==> src/rtl/uart_pkg.sv <==
// Shared UART types and constants: capture FSM states, divisor limits and the byte type.
package uart_pkg;

  typedef enum logic [1:0] {
    IDLE,
    BUSY,
    WAIT_LOAD,
    CAPTURE
  } rx_ctrl_state_t;

  typedef logic [7:0] uart_byte_t;

  // A divisor of 0 or 1 cannot produce a one-cycle pulse followed by a gap.
  localparam int DIV_MIN = 2;
  localparam int DIV_115200_100MHZ = 108;

  function automatic int fifo_count_width(input int depth);
    return $clog2(depth) + 1;
  endfunction

endpackage

==> src/rtl/uart_rx_ctrl_if.sv <==
// Byte stream and status bus between uart_rx_ctrl (master) and the register/bus logic (slave).
interface uart_rx_ctrl_if #(
  parameter int FIFO_DEPTH = 4
);
  import uart_pkg::*;

  localparam int CNT_W = fifo_count_width(FIFO_DEPTH);

  uart_byte_t       m_data;
  logic             m_valid;
  logic             m_ready;
  logic [CNT_W-1:0] fifo_count;
  logic             overrun;
  logic             clr_overrun;
  logic             rx_timeout;

  modport master (
    output m_data,
    output m_valid,
    output fifo_count,
    output overrun,
    output rx_timeout,
    input  m_ready,
    input  clr_overrun
  );

  modport slave (
    input  m_data,
    input  m_valid,
    input  fifo_count,
    input  overrun,
    input  rx_timeout,
    output m_ready,
    output clr_overrun
  );

endinterface

==> src/rtl/uart_byte_fifo.sv <==
// First-word-fall-through byte FIFO; a push while full is accepted only when a pop frees the slot.
module uart_byte_fifo
  import uart_pkg::*;
#(
  parameter int DEPTH = 4
) (
  input  logic                                clk_i,
  input  logic                                rst_ni,
  input  logic                                push_i,
  input  uart_byte_t                          data_i,
  input  logic                                pop_i,
  output logic                                full_o,
  output logic                                empty_o,
  output logic [fifo_count_width(DEPTH)-1:0]  count_o,
  output uart_byte_t                          head_o
);

  localparam int AW = $clog2(DEPTH);
  localparam int CW = fifo_count_width(DEPTH);

  uart_byte_t    mem_q [DEPTH];
  logic [AW-1:0] wr_ptr_q, wr_ptr_d;
  logic [AW-1:0] rd_ptr_q, rd_ptr_d;
  logic [CW-1:0] count_q, count_d;
  logic          do_push;
  logic          do_pop;

  assign full_o  = (count_q == CW'(DEPTH));
  assign empty_o = (count_q == '0);
  assign do_pop  = pop_i & ~empty_o;
  assign do_push = push_i & (~full_o | do_pop);
  assign count_o = count_q;
  assign head_o  = empty_o ? '0 : mem_q[rd_ptr_q];

  always_comb begin
    wr_ptr_d = wr_ptr_q;
    rd_ptr_d = rd_ptr_q;
    count_d  = count_q;
    if (do_push) begin
      wr_ptr_d = wr_ptr_q + 1'b1;
    end
    if (do_pop) begin
      rd_ptr_d = rd_ptr_q + 1'b1;
    end
    case ({do_push, do_pop})
      2'b10:   count_d = count_q + 1'b1;
      2'b01:   count_d = count_q - 1'b1;
      default: count_d = count_q;
    endcase
  end

  always_ff @(posedge clk_i or negedge rst_ni) begin
    if (!rst_ni) begin
      wr_ptr_q <= '0;
      rd_ptr_q <= '0;
      count_q  <= '0;
    end else begin
      wr_ptr_q <= wr_ptr_d;
      rd_ptr_q <= rd_ptr_d;
      count_q  <= count_d;
    end
  end

  // Storage needs no reset: the head is masked to zero whenever the FIFO is empty.
  always_ff @(posedge clk_i) begin
    if (do_push) begin
      mem_q[wr_ptr_q] <= data_i;
    end
  end

endmodule

==> src/rtl/uart_rx_ctrl.sv <==
// UART receive controller: bclkx8 divider, receiver reset, frame capture FSM and byte FIFO.
// Define UART_RX_TIMEOUT_EN to build the idle-timeout counter behind rx_timeout.
module uart_rx_ctrl
  import uart_pkg::*;
#(
  parameter int FIFO_DEPTH    = 4,
  parameter int DIV_W         = 16,
  parameter int TIMEOUT_TICKS = 320
) (
  input  logic             sys_clk,
  input  logic             rst_n,
  input  logic             rx_en,
  input  logic [DIV_W-1:0] baud_div,
  output logic             bclkx8,
  output logic             rx_rst,
  input  logic             rx_status,
  input  uart_byte_t       rhr,
  uart_rx_ctrl_if.master   m_if
);

  if (FIFO_DEPTH < 2 || (FIFO_DEPTH & (FIFO_DEPTH - 1)) != 0) begin : g_bad_depth
    $error("uart_rx_ctrl: FIFO_DEPTH must be a power of two and at least 2");
  end
  if (TIMEOUT_TICKS < 1) begin : g_bad_timeout
    $error("uart_rx_ctrl: TIMEOUT_TICKS must be at least 1");
  end

  logic [DIV_W-1:0] div_eff;
  logic [DIV_W-1:0] cnt_q, cnt_d;
  logic [DIV_W-1:0] div_q, div_d;
  logic             wrap;
  logic             rx_rst_q;
  rx_ctrl_state_t   state_q, state_d;
  logic             push;
  logic             pop;
  logic             fifo_full;
  logic             fifo_empty;
  logic             overrun_q, overrun_d;

  // The divisor is latched at each wrap so a mid-period change never truncates a period.
  assign div_eff = (baud_div < DIV_W'(DIV_MIN)) ? DIV_W'(DIV_MIN) : baud_div;
  assign wrap    = (cnt_q == (div_q - DIV_W'(1)));
  assign bclkx8  = rx_en & wrap;

  always_comb begin
    cnt_d = cnt_q;
    div_d = div_q;
    if (!rx_en || wrap) begin
      cnt_d = '0;
      div_d = div_eff;
    end else begin
      cnt_d = cnt_q + 1'b1;
    end
  end

  always_ff @(posedge sys_clk or negedge rst_n) begin
    if (!rst_n) begin
      cnt_q    <= '0;
      div_q    <= DIV_W'(DIV_MIN);
      rx_rst_q <= 1'b1;
    end else begin
      cnt_q    <= cnt_d;
      div_q    <= div_d;
      rx_rst_q <= ~rx_en;
    end
  end

  assign rx_rst = rx_rst_q;

  // The receiver loads RHR on the first tick after it goes idle, so the byte is taken one cycle later.
  always_comb begin
    state_d = state_q;
    push    = 1'b0;
    if (!rx_en || rx_rst_q) begin
      state_d = IDLE;
    end else begin
      case (state_q)
        IDLE:      if (rx_status)  state_d = BUSY;
        BUSY:      if (!rx_status) state_d = WAIT_LOAD;
        WAIT_LOAD: if (bclkx8)     state_d = CAPTURE;
        CAPTURE: begin
          push    = 1'b1;
          state_d = IDLE;
        end
        default:   state_d = IDLE;
      endcase
    end
  end

  always_ff @(posedge sys_clk or negedge rst_n) begin
    if (!rst_n) begin
      state_q <= IDLE;
    end else begin
      state_q <= state_d;
    end
  end

  assign pop          = m_if.m_ready & ~fifo_empty;
  assign m_if.m_valid = ~fifo_empty;

  uart_byte_fifo #(
    .DEPTH (FIFO_DEPTH)
  ) u_fifo (
    .clk_i   (sys_clk),
    .rst_ni  (rst_n),
    .push_i  (push),
    .data_i  (rhr),
    .pop_i   (pop),
    .full_o  (fifo_full),
    .empty_o (fifo_empty),
    .count_o (m_if.fifo_count),
    .head_o  (m_if.m_data)
  );

  // A same-cycle pop makes room, so only an unrelieved push into a full FIFO is an overrun.
  always_comb begin
    overrun_d = overrun_q;
    if (push && fifo_full && !pop) begin
      overrun_d = 1'b1;
    end else if (m_if.clr_overrun) begin
      overrun_d = 1'b0;
    end
  end

  always_ff @(posedge sys_clk or negedge rst_n) begin
    if (!rst_n) begin
      overrun_q <= 1'b0;
    end else begin
      overrun_q <= overrun_d;
    end
  end

  assign m_if.overrun = overrun_q;

`ifdef UART_RX_TIMEOUT_EN
  localparam int TW = $clog2(TIMEOUT_TICKS + 1);

  logic [TW-1:0] tick_q, tick_d;

  // Saturating at the limit keeps the flag asserted until traffic or an empty FIFO restarts it.
  always_comb begin
    tick_d = tick_q;
    if (push || pop || fifo_empty) begin
      tick_d = '0;
    end else if (state_q == IDLE && bclkx8 && tick_q != TW'(TIMEOUT_TICKS)) begin
      tick_d = tick_q + 1'b1;
    end
  end

  always_ff @(posedge sys_clk or negedge rst_n) begin
    if (!rst_n) begin
      tick_q <= '0;
    end else begin
      tick_q <= tick_d;
    end
  end

  assign m_if.rx_timeout = (tick_q == TW'(TIMEOUT_TICKS));
`else
  assign m_if.rx_timeout = 1'b0;
`endif

endmodule

==> src/flat_wrapper.sv <==
// flat-port wrapper written by rule: the top's interface ports become plain ports
module uart_rx_ctrl_flat import uart_pkg::*;
#(
  parameter int FIFO_DEPTH    = 4,
  parameter int DIV_W         = 16,
  parameter int TIMEOUT_TICKS = 320
)
  (sys_clk, rst_n, rx_en, baud_div, bclkx8, rx_rst, rx_status, rhr, m_if_m_data, m_if_m_valid, m_if_fifo_count, m_if_overrun, m_if_rx_timeout, m_if_m_ready, m_if_clr_overrun);
  uart_rx_ctrl_if #(.FIFO_DEPTH(FIFO_DEPTH)) m_if_i ();
  input  logic sys_clk;
  input  logic rst_n;
  input  logic rx_en;
  input  logic [DIV_W-1:0] baud_div;
  output logic bclkx8;
  output logic rx_rst;
  input  logic rx_status;
  input  uart_byte_t rhr;
  output wire logic [$bits(m_if_i.m_data)-1:0] m_if_m_data;
  output wire logic [$bits(m_if_i.m_valid)-1:0] m_if_m_valid;
  output wire logic [$bits(m_if_i.fifo_count)-1:0] m_if_fifo_count;
  output wire logic [$bits(m_if_i.overrun)-1:0] m_if_overrun;
  output wire logic [$bits(m_if_i.rx_timeout)-1:0] m_if_rx_timeout;
  input wire logic [$bits(m_if_i.m_ready)-1:0] m_if_m_ready;
  input wire logic [$bits(m_if_i.clr_overrun)-1:0] m_if_clr_overrun;
  assign m_if_m_data = m_if_i.m_data;
  assign m_if_m_valid = m_if_i.m_valid;
  assign m_if_fifo_count = m_if_i.fifo_count;
  assign m_if_overrun = m_if_i.overrun;
  assign m_if_rx_timeout = m_if_i.rx_timeout;
  assign m_if_i.m_ready = m_if_m_ready;
  assign m_if_i.clr_overrun = m_if_clr_overrun;
  uart_rx_ctrl #(.FIFO_DEPTH(FIFO_DEPTH), .DIV_W(DIV_W), .TIMEOUT_TICKS(TIMEOUT_TICKS)) u_core (.sys_clk(sys_clk), .rst_n(rst_n), .rx_en(rx_en), .baud_div(baud_div), .bclkx8(bclkx8), .rx_rst(rx_rst), .rx_status(rx_status), .rhr(rhr), .m_if(m_if_i));
endmodule
==> config.mk <==
export PLATFORM = sky130hd
export DESIGN_NAME = uart_rx_ctrl_flat
export DESIGN_NICKNAME = d
export VERILOG_FILES = /design/src/rtl/uart_pkg.sv /design/src/rtl/uart_rx_ctrl_if.sv /design/src/rtl/uart_byte_fifo.sv /design/src/rtl/uart_rx_ctrl.sv /design/src/flat_wrapper.sv
export SDC_FILE = /design/constraint.sdc
export NUM_CORES = 1
export LEC_CHECK = 0
export ABC_AREA = 1
export BUFFER_PORTS_ARGS = -buffer_cell sky130_fd_sc_hd__buf_2
export CELL_PAD_IN_SITES_DETAIL_PLACEMENT = 1
export CELL_PAD_IN_SITES_GLOBAL_PLACEMENT = 1
export CORE_ASPECT_RATIO = 1.1
export CORE_MARGIN = 10
export CORE_UTILIZATION = 40
export CTS_BUF_LIST = sky130_fd_sc_hd__clkbuf_8
export DETAILED_ROUTE_END_ITERATION = 7
export GPL_ROUTABILITY_DRIVEN = 0
export PLACE_DENSITY_LB_ADDON = 0.1
export RECOVER_POWER = 50
export SYNTH_ARGS = -nofsm -noshare
export SYNTH_HDL_FRONTEND = slang
export SYNTH_SLANG_ARGS = --single-unit
==> constraint.sdc <==
create_clock -name sys_clk -period 2.81 [get_ports sys_clk]
set_clock_uncertainty 0.05 [all_clocks]
set_input_delay 0.562 -clock sys_clk [delete_from_list [all_inputs] [get_ports sys_clk]]
set_output_delay 0.562 -clock sys_clk [all_outputs]
set_load 0.01 [all_outputs]
==> impl_metrics.toml, run 1 <==
[power]
vdd.ir_drop.worst_uv = 215.2
p_leak_nw = 2.196
power.density_mw_per_mm2 = 619.0

[grt]
use_met3 = 0.04161
overflow = 0
grt_pass1_wl_um = 16740
grt_max_degree = 28
antenna_found_initial = 0
grt-busiest-layer = "met2"
grt_pass1_vias = 3545
track_usage = 0.1443
grt_use_met1 = 0.1620
met2_usage = 0.2574

[place]
placed_area_sq_mm = 0.004422
dpl.cell_count = 642
place_hpwl_um = 7593
numPortBuffers = 44

[yosys]
ys_warn_count = 0
synth-xor-area-share = 0.04572
synth_compound_gate_area_share = 0.05288
synth_top_family_by_area = "simple AND/OR/NAND/NOR gates"
ys_ff_latch = 75
seq_area_frac_synth = 0.5070
syn_avg_cell_area_sq_um = 8.451
syn_inst = 476
yosysUniqueCellTypes = 34
synth-simple-area-share = 0.2812
synthAdderAreaFrac = 0.03919
syn_nets = 518
synthMuxAreaShare = 0.002799
synth_area_sq_mm = 0.004023

[route]
firstDrtPassIters = 4
routed_wl_um = 10190
ant_nets = 0
num_vias = 3285
first_iter_violations = 92
routed_via_density = 4.896
drc_errors = 0
wire_per_inst_um = 15.19

[cells_and_area]
final_common_cell = "nand2_1"
fin_area_sq_mm = 0.004810
area_delta_synth_final_pct = 19.56
final_cell_count_no_fill = 671
drive_above_1_share = 0.2051
final_cell_mix = "nand2_1 (103), nor2_1 (76), inv_1 (55), dfrtp_1 (35), buf_2 (33)"
n_antenna_cell = 0
nets = 588

[min_path]
hold_depth = 2
worstHoldPathType = "input pin to register"
min_to = "u_core.rx_rst"
hold_start = "rx_en"

[sta]
timing.fmax_ghz = 0.3709
finalSetupViolCount = 0
holdWs_ns = 0.2861
tightest_slew_ns = 1.150
finalMaxSlewViolations = 0
timing.slew.headroom = 0.2335
hold_violations = 0
min_period_ns = 2.696
period_share = 0.9595

[clock_network]
clock_latency_ns = 0.36
clockBufferDepth = 2
cts_tree = "built"
cts_inserted_buffers = 9
clk_pin_slew_worst_paths_ns = 0.08
htreeDepth = 3
clockRootBuffer = "clkbuf_8"
clkSinkCount = 75
cts_hold_buf = 0

[setup_path]
cp-startpoint = "u_core.div_q[1]"
cp_data_required_time_ns = 2.20
path_class = "register to primary output"
r2r-start = "u_core.div_q[1]"
cp-start-kind = "register"
worstPathMaxFanout = 4
arrival_ns = 2.08
r2r_setup_slack_ns = 0.28
r2r-end = "u_core.cnt_q[12]"
endpoint_kind = "primary output"
r2r_cells = 15

[floorplanning]
rows = 38
initial_core_util = 0.4087
die_area_sq_mm = 0.01447
fp.dieW_um = 115.6
fp.dieH_um = 125.2
io_pins = 46
coreArea_sq_mm = 0.009842

[run]
drv_cap = 0

[outcome]
outcome = "complete, no violations"
==> critical path: stages, from the launching register on <==
cell,delay (ns)
dfstp_2,0.55
inv_1,0.08
ha_4,0.18
nand2_4,0.10
inv_1,0.05
nand2_1,0.05
nand2_1,0.06
a21oi_2,0.10
nand4_1,0.15
nor2_4,0.14
nand3_2,0.10
inv_2,0.07
buf_6,0.09
==> per-layer routing <==
metal	share of wire	vias to the layer above
met5	0	-
met4	0.012	0
met3	0.038	9
met2	0.52	40
met1	0.43	1582
li1	-	1654
==> synth_stat cells <==
cell type  instances  area (sq um)
nor3_2             4         40.04
conb_1             1         3.750
ha_1              11         137.6
clkbuf_1           5         18.77
nor4_1             3         18.77
dfstp_2            2         52.55
nand2_1          105         394.1
fa_1               1         20.02
o21ai_0           27         135.1
nand2_2            2         12.51
nand3_1           27         135.1
nor3b_1            4         30.03
xnor2_1            7         61.31
edfxtp_1          32         960.9
inv_1             56         210.2
and2_1             1         6.260
a31oi_1            1         6.260
nor2_4             2         22.52
clkinv_1           1         3.750
nor3_1             5         25.02
buf_4              3         22.52
nor2_2             4         25.02
nand2_4            2         22.52
nand4_1            6         37.54
buf_2              1         5.000
nand3b_1           4         30.03
xor2_1            14         122.6
buf_6              2         22.52
dfrtp_1           41          1026
nor2_1            85         319.1
and3_1             2         12.51
o22ai_1            1         6.260
mux2_2             1         11.26
a21oi_1           13         65.06
==> worst max path at each step <==
| stage | endpoint | slack, ns |
|---|---|---|
| 2_1_floorplan | bclkx8 | 0.57 |
| 3_3_place_gp | bclkx8 | 0.31 |
| 3_5_place_dp | bclkx8 | 0.21 |
| 4_1_cts | bclkx8 | 0.01 |
| 5_1_grt | bclkx8 | -0.08 |
| 6_report | bclkx8 | 0.11 |
==> cells by family after synthesis <==
kind of cell / Yosys count
adders and majority gates: 12
muxes: 1
AOI/OAI and AO/OA: 42
buffers and inverters: 68
xor gates and xnor gates: 21
and+or+nand+nor: 256
DFF: 75
other: 1
==> power breakdown <==
part	switching, mW	internal (mW)	leakage [nW]
registers	0.0741	1.22	0.826
logic	0.560	0.364	1.28
clock network	0.433	0.327	0.0899
==> stage by stage <==
stage | utilization | TNS (ns) | total power, mW | setup slack, ns
2_1_floorplan | - | 0 | 1.869 | 0.5697
3_3_place_gp | 0.4493 | 0 | 2.175 | 0.3074
3_5_place_dp | 0.4493 | 0 | 2.208 | 0.2056
4_1_cts | 0.4710 | 0 | 2.991 | 0.009967
5_1_grt | 0.4887 | -0.07533 | 3.201 | -0.07533
6_report | 0.4887 | 0 | 2.977 | 0.1137
==> cell type report <==
cell class | count | area [sq um]
clock inverter | 7 | 50.05
clock buffer | 9 | 123.9
timing repair buffer | 70 | 415.4
inverter | 57 | 214.0
multi-input combinational | 333 | 1809
tap | 120 | 150.1
sequential | 75 | 2047
fill | 1188 | 5032
==> sequential cells by signal (all words and copies together) (netlist names) <==
signal and count:
u_core.m_if.overrun 1, u_core.rx_rst 1, u_core.state_q 2, u_core.u_fifo.wr_ptr_q 2, u_core.u_fifo.count_o 3, u_core.div_q 16, u_core.cnt_q 16, u_core.u_fifo.mem_q 32
u_core.u_fifo.rd_ptr_q 2
==> what timing repair did <==
item,CTS,global route
setup endpoints to repair,1,1
pin swaps,2,14
setup buffers,2,11
gates resized for setup,7,29
Power figures use the tool's default switching activity.
==> run 2: changes to the inputs <==
==> constraint.sdc (replaced) <==
create_clock -name sys_clk -period 2.81 [get_ports sys_clk]
set_clock_uncertainty 0.05 [all_clocks]
set_input_delay 0.281 -clock sys_clk [delete_from_list [all_inputs] [get_ports sys_clk]]
set_output_delay 0.281 -clock sys_clk [all_outputs]
set_load 0.01 [all_outputs]
==> impl_metrics.toml, run 2 (synthesis results as in run 1) <==
[sta]
holdWs_ns = 0.05889
finalSetupViolCount = 0
setup_tns_ns = 0
final.setup.worst_slack_ns = 0.2146
period_share = 0.9236
hold_violations = 0
finalMaxSlewViolations = 44
min_period_ns = 2.595
timing.slew.headroom = -0.7027
timing.fmax_ghz = 0.3853
tightest_slew_ns = 2.554
rsz0062_at_grt = "no"

[route]
drc_errors = 0
ant_nets = 0
first_iter_violations = 87
num_vias = 3250
firstDrtPassIters = 4
routed_wl_um = 10040
routed_via_density = 4.985
wire_per_inst_um = 15.40

[cells_and_area]
top_register = "u_core.u_fifo.mem_q"
n_antenna_cell = 0
nFillCells = 1213
register_area_sq_mm = 0.002039
reg_top3 = "u_core.u_fifo.mem_q: 32 flops, u_core.cnt_q: 16 flops, u_core.div_q: 16 flops"
largest_register_ffs = 32
final_common_cell = "nand2_1"
drive_above_1_share = 0.1353
nets = 569
area_delta_synth_final_pct = 13.56
final_cell_mix = "nand2_1 (105), nor2_1 (84), inv_1 (55), dfrtp_1 (41), edfxtp_1 (32)"
multiInputGateArea_sq_mm = 0.001710

[floorplanning]
die_area_sq_mm = 0.01447
initial_core_util = 0.4087
io_pins = 46
rows = 38
fp.dieH_um = 125.2
coreArea_sq_mm = 0.009842
fp.dieW_um = 115.6

[setup_path]
cp_data_required_time_ns = 2.48
r2r_setup_slack_ns = 0.42
r2r-end = "u_core.div_q[0]"
path_class = "register to primary output"
r2r-start = "u_core.div_q[1]"
cp-start-kind = "register"
endpoint_kind = "primary output"
worstPathMaxFanout = 2
r2r_cells = 10
arrival_ns = 2.26

[grt]
grt_max_degree = 44
antenna_found_initial = 0
overflow = 0
grt_pass1_vias = 3521
track_usage = 0.1434
grt_pass1_wl_um = 16690

[clock_network]
cts_inserted_buffers = 9
clockRootBuffer = "clkbuf_8"
clockBufferDepth = 2
clock_latency_ns = 0.36
cts_tree = "built"
clkSinkCount = 75
post-cts-setup-buffers = 0
htreeDepth = 3
clk_pin_slew_worst_paths_ns = 0.09

[power]
power_frac_comb = 0.275
seq_power_share = 0.443
clkPwrFrac = 0.283
vdd.ir_drop.worst_uv = 293.5
p_leak_nw = 2.081
p_switching_mw = 1.062
switching_share = 0.3529
power.internal_mw = 1.947
power.density_mw_per_mm2 = 658.8

[place]
place_hpwl_um = 7540
numPortBuffers = 44
dp_worst_setup_slack_ns = 0.3583

[min_path]
worstHoldPathType = "input pin to register"
min_to = "u_core.m_if.overrun"
hold_start = "m_if_clr_overrun"
hold_depth = 2

[outcome]
failed_checks = "max-capacitance violations, max-slew violations"
outcome = "finished, violations left"

[run]
drv_cap = 1
-- run 2: changes by cell type in the layout (fill, tap and decap cells not counted), moves of 3 or more --
cell / previous run / this run
buf_2: 33 / 30
nor2_1: 76 / 84
clkbuf_1: 11 / 14
nor2_4: 11 / 3
buf_4: 23 / 7
dfrtp_2: 6 / 0
dfrtp_1: 35 / 41
-- run 2: critical path, cell delays in order (launching register included) --
cell and delay, ns:
dfstp_2 0.55, inv_1 0.06, ha_2 0.34, nor2_1 0.04, nor3b_1 0.21, nand4_1 0.18, nor2_4 0.19, nand3_1 0.14
inv_1 0.07, buf_2 0.12
-- run 2: layout make-up --
cell class                      count  share of cell area
Sequential cell                    75              0.4465
Clock buffer                        9             0.02712
Tap cell                          120             0.03287
Clock inverter                      7             0.01643
Timing Repair Buffer               51             0.05588
Inverter                           57             0.04684
Multi-Input combinational cell    333              0.3744
-- run 2: metrics by stage --
stage	total power [mW]	instance area, sq um	util	cells
3_5_place_dp	2.201	4377	0.4447	636
6_report	3.010	4568	0.4642	652
2_1_floorplan	1.869	4023	-	476
4_1_cts	3.062	4576	0.4649	652
3_3_place_gp	2.154	4377	0.4447	636
5_1_grt	3.213	4568	0.4642	652
-- run 2: worst max-delay path by stage --
| stage | cells after the start | slack [ns] | start | end |
|---|---|---|---|---|
| final | 9 | 0.21 | u_core.div_q[1] | bclkx8 |
| after global routing | 13 | 0.02 | u_core.div_q[0] | bclkx8 |
| after CTS | 9 | 0.09 | u_core.div_q[1] | bclkx8 |
| after detailed placement | 13 | 0.36 | u_core.div_q[1] | u_core.div_q[1] |
| after global placement | 13 | 0.47 | u_core.div_q[1] | u_core.div_q[0] |
| after floorplan | 10 | 0.70 | u_core.u_fifo.count_o[0] | u_core.u_fifo.count_o[2] |
-- run 2: routing by layer --
layer / GRT usage / routed length [um] / share of wire / vias up
met4: 0.05011 / 120 / 0.012 / 0
met1: 0.1606 / 4290 / 0.43 / 1585
met3: 0.03396 / 353 / 0.035 / 11
met2: 0.2571 / 5275 / 0.53 / 37
li1: - / - / - / 1617
met5: 0 / 0 / 0 / -
-- run 2: power groups by stage --
stage	Clock, mW	Sequential (mW)	Combinational, mW
finish	0.850	1.33	0.827
global route	0.921	1.35	0.942
CTS	0.879	1.33	0.851
detailed placement	0	1.36	0.845
global placement	0	1.35	0.806
floorplan	0	1.30	0.567
-- run 2: what timing repair did --
action	in CTS	in global routing
hold buffers	0	0
setup endpoints to repair	0	2
resized for setup	0	4
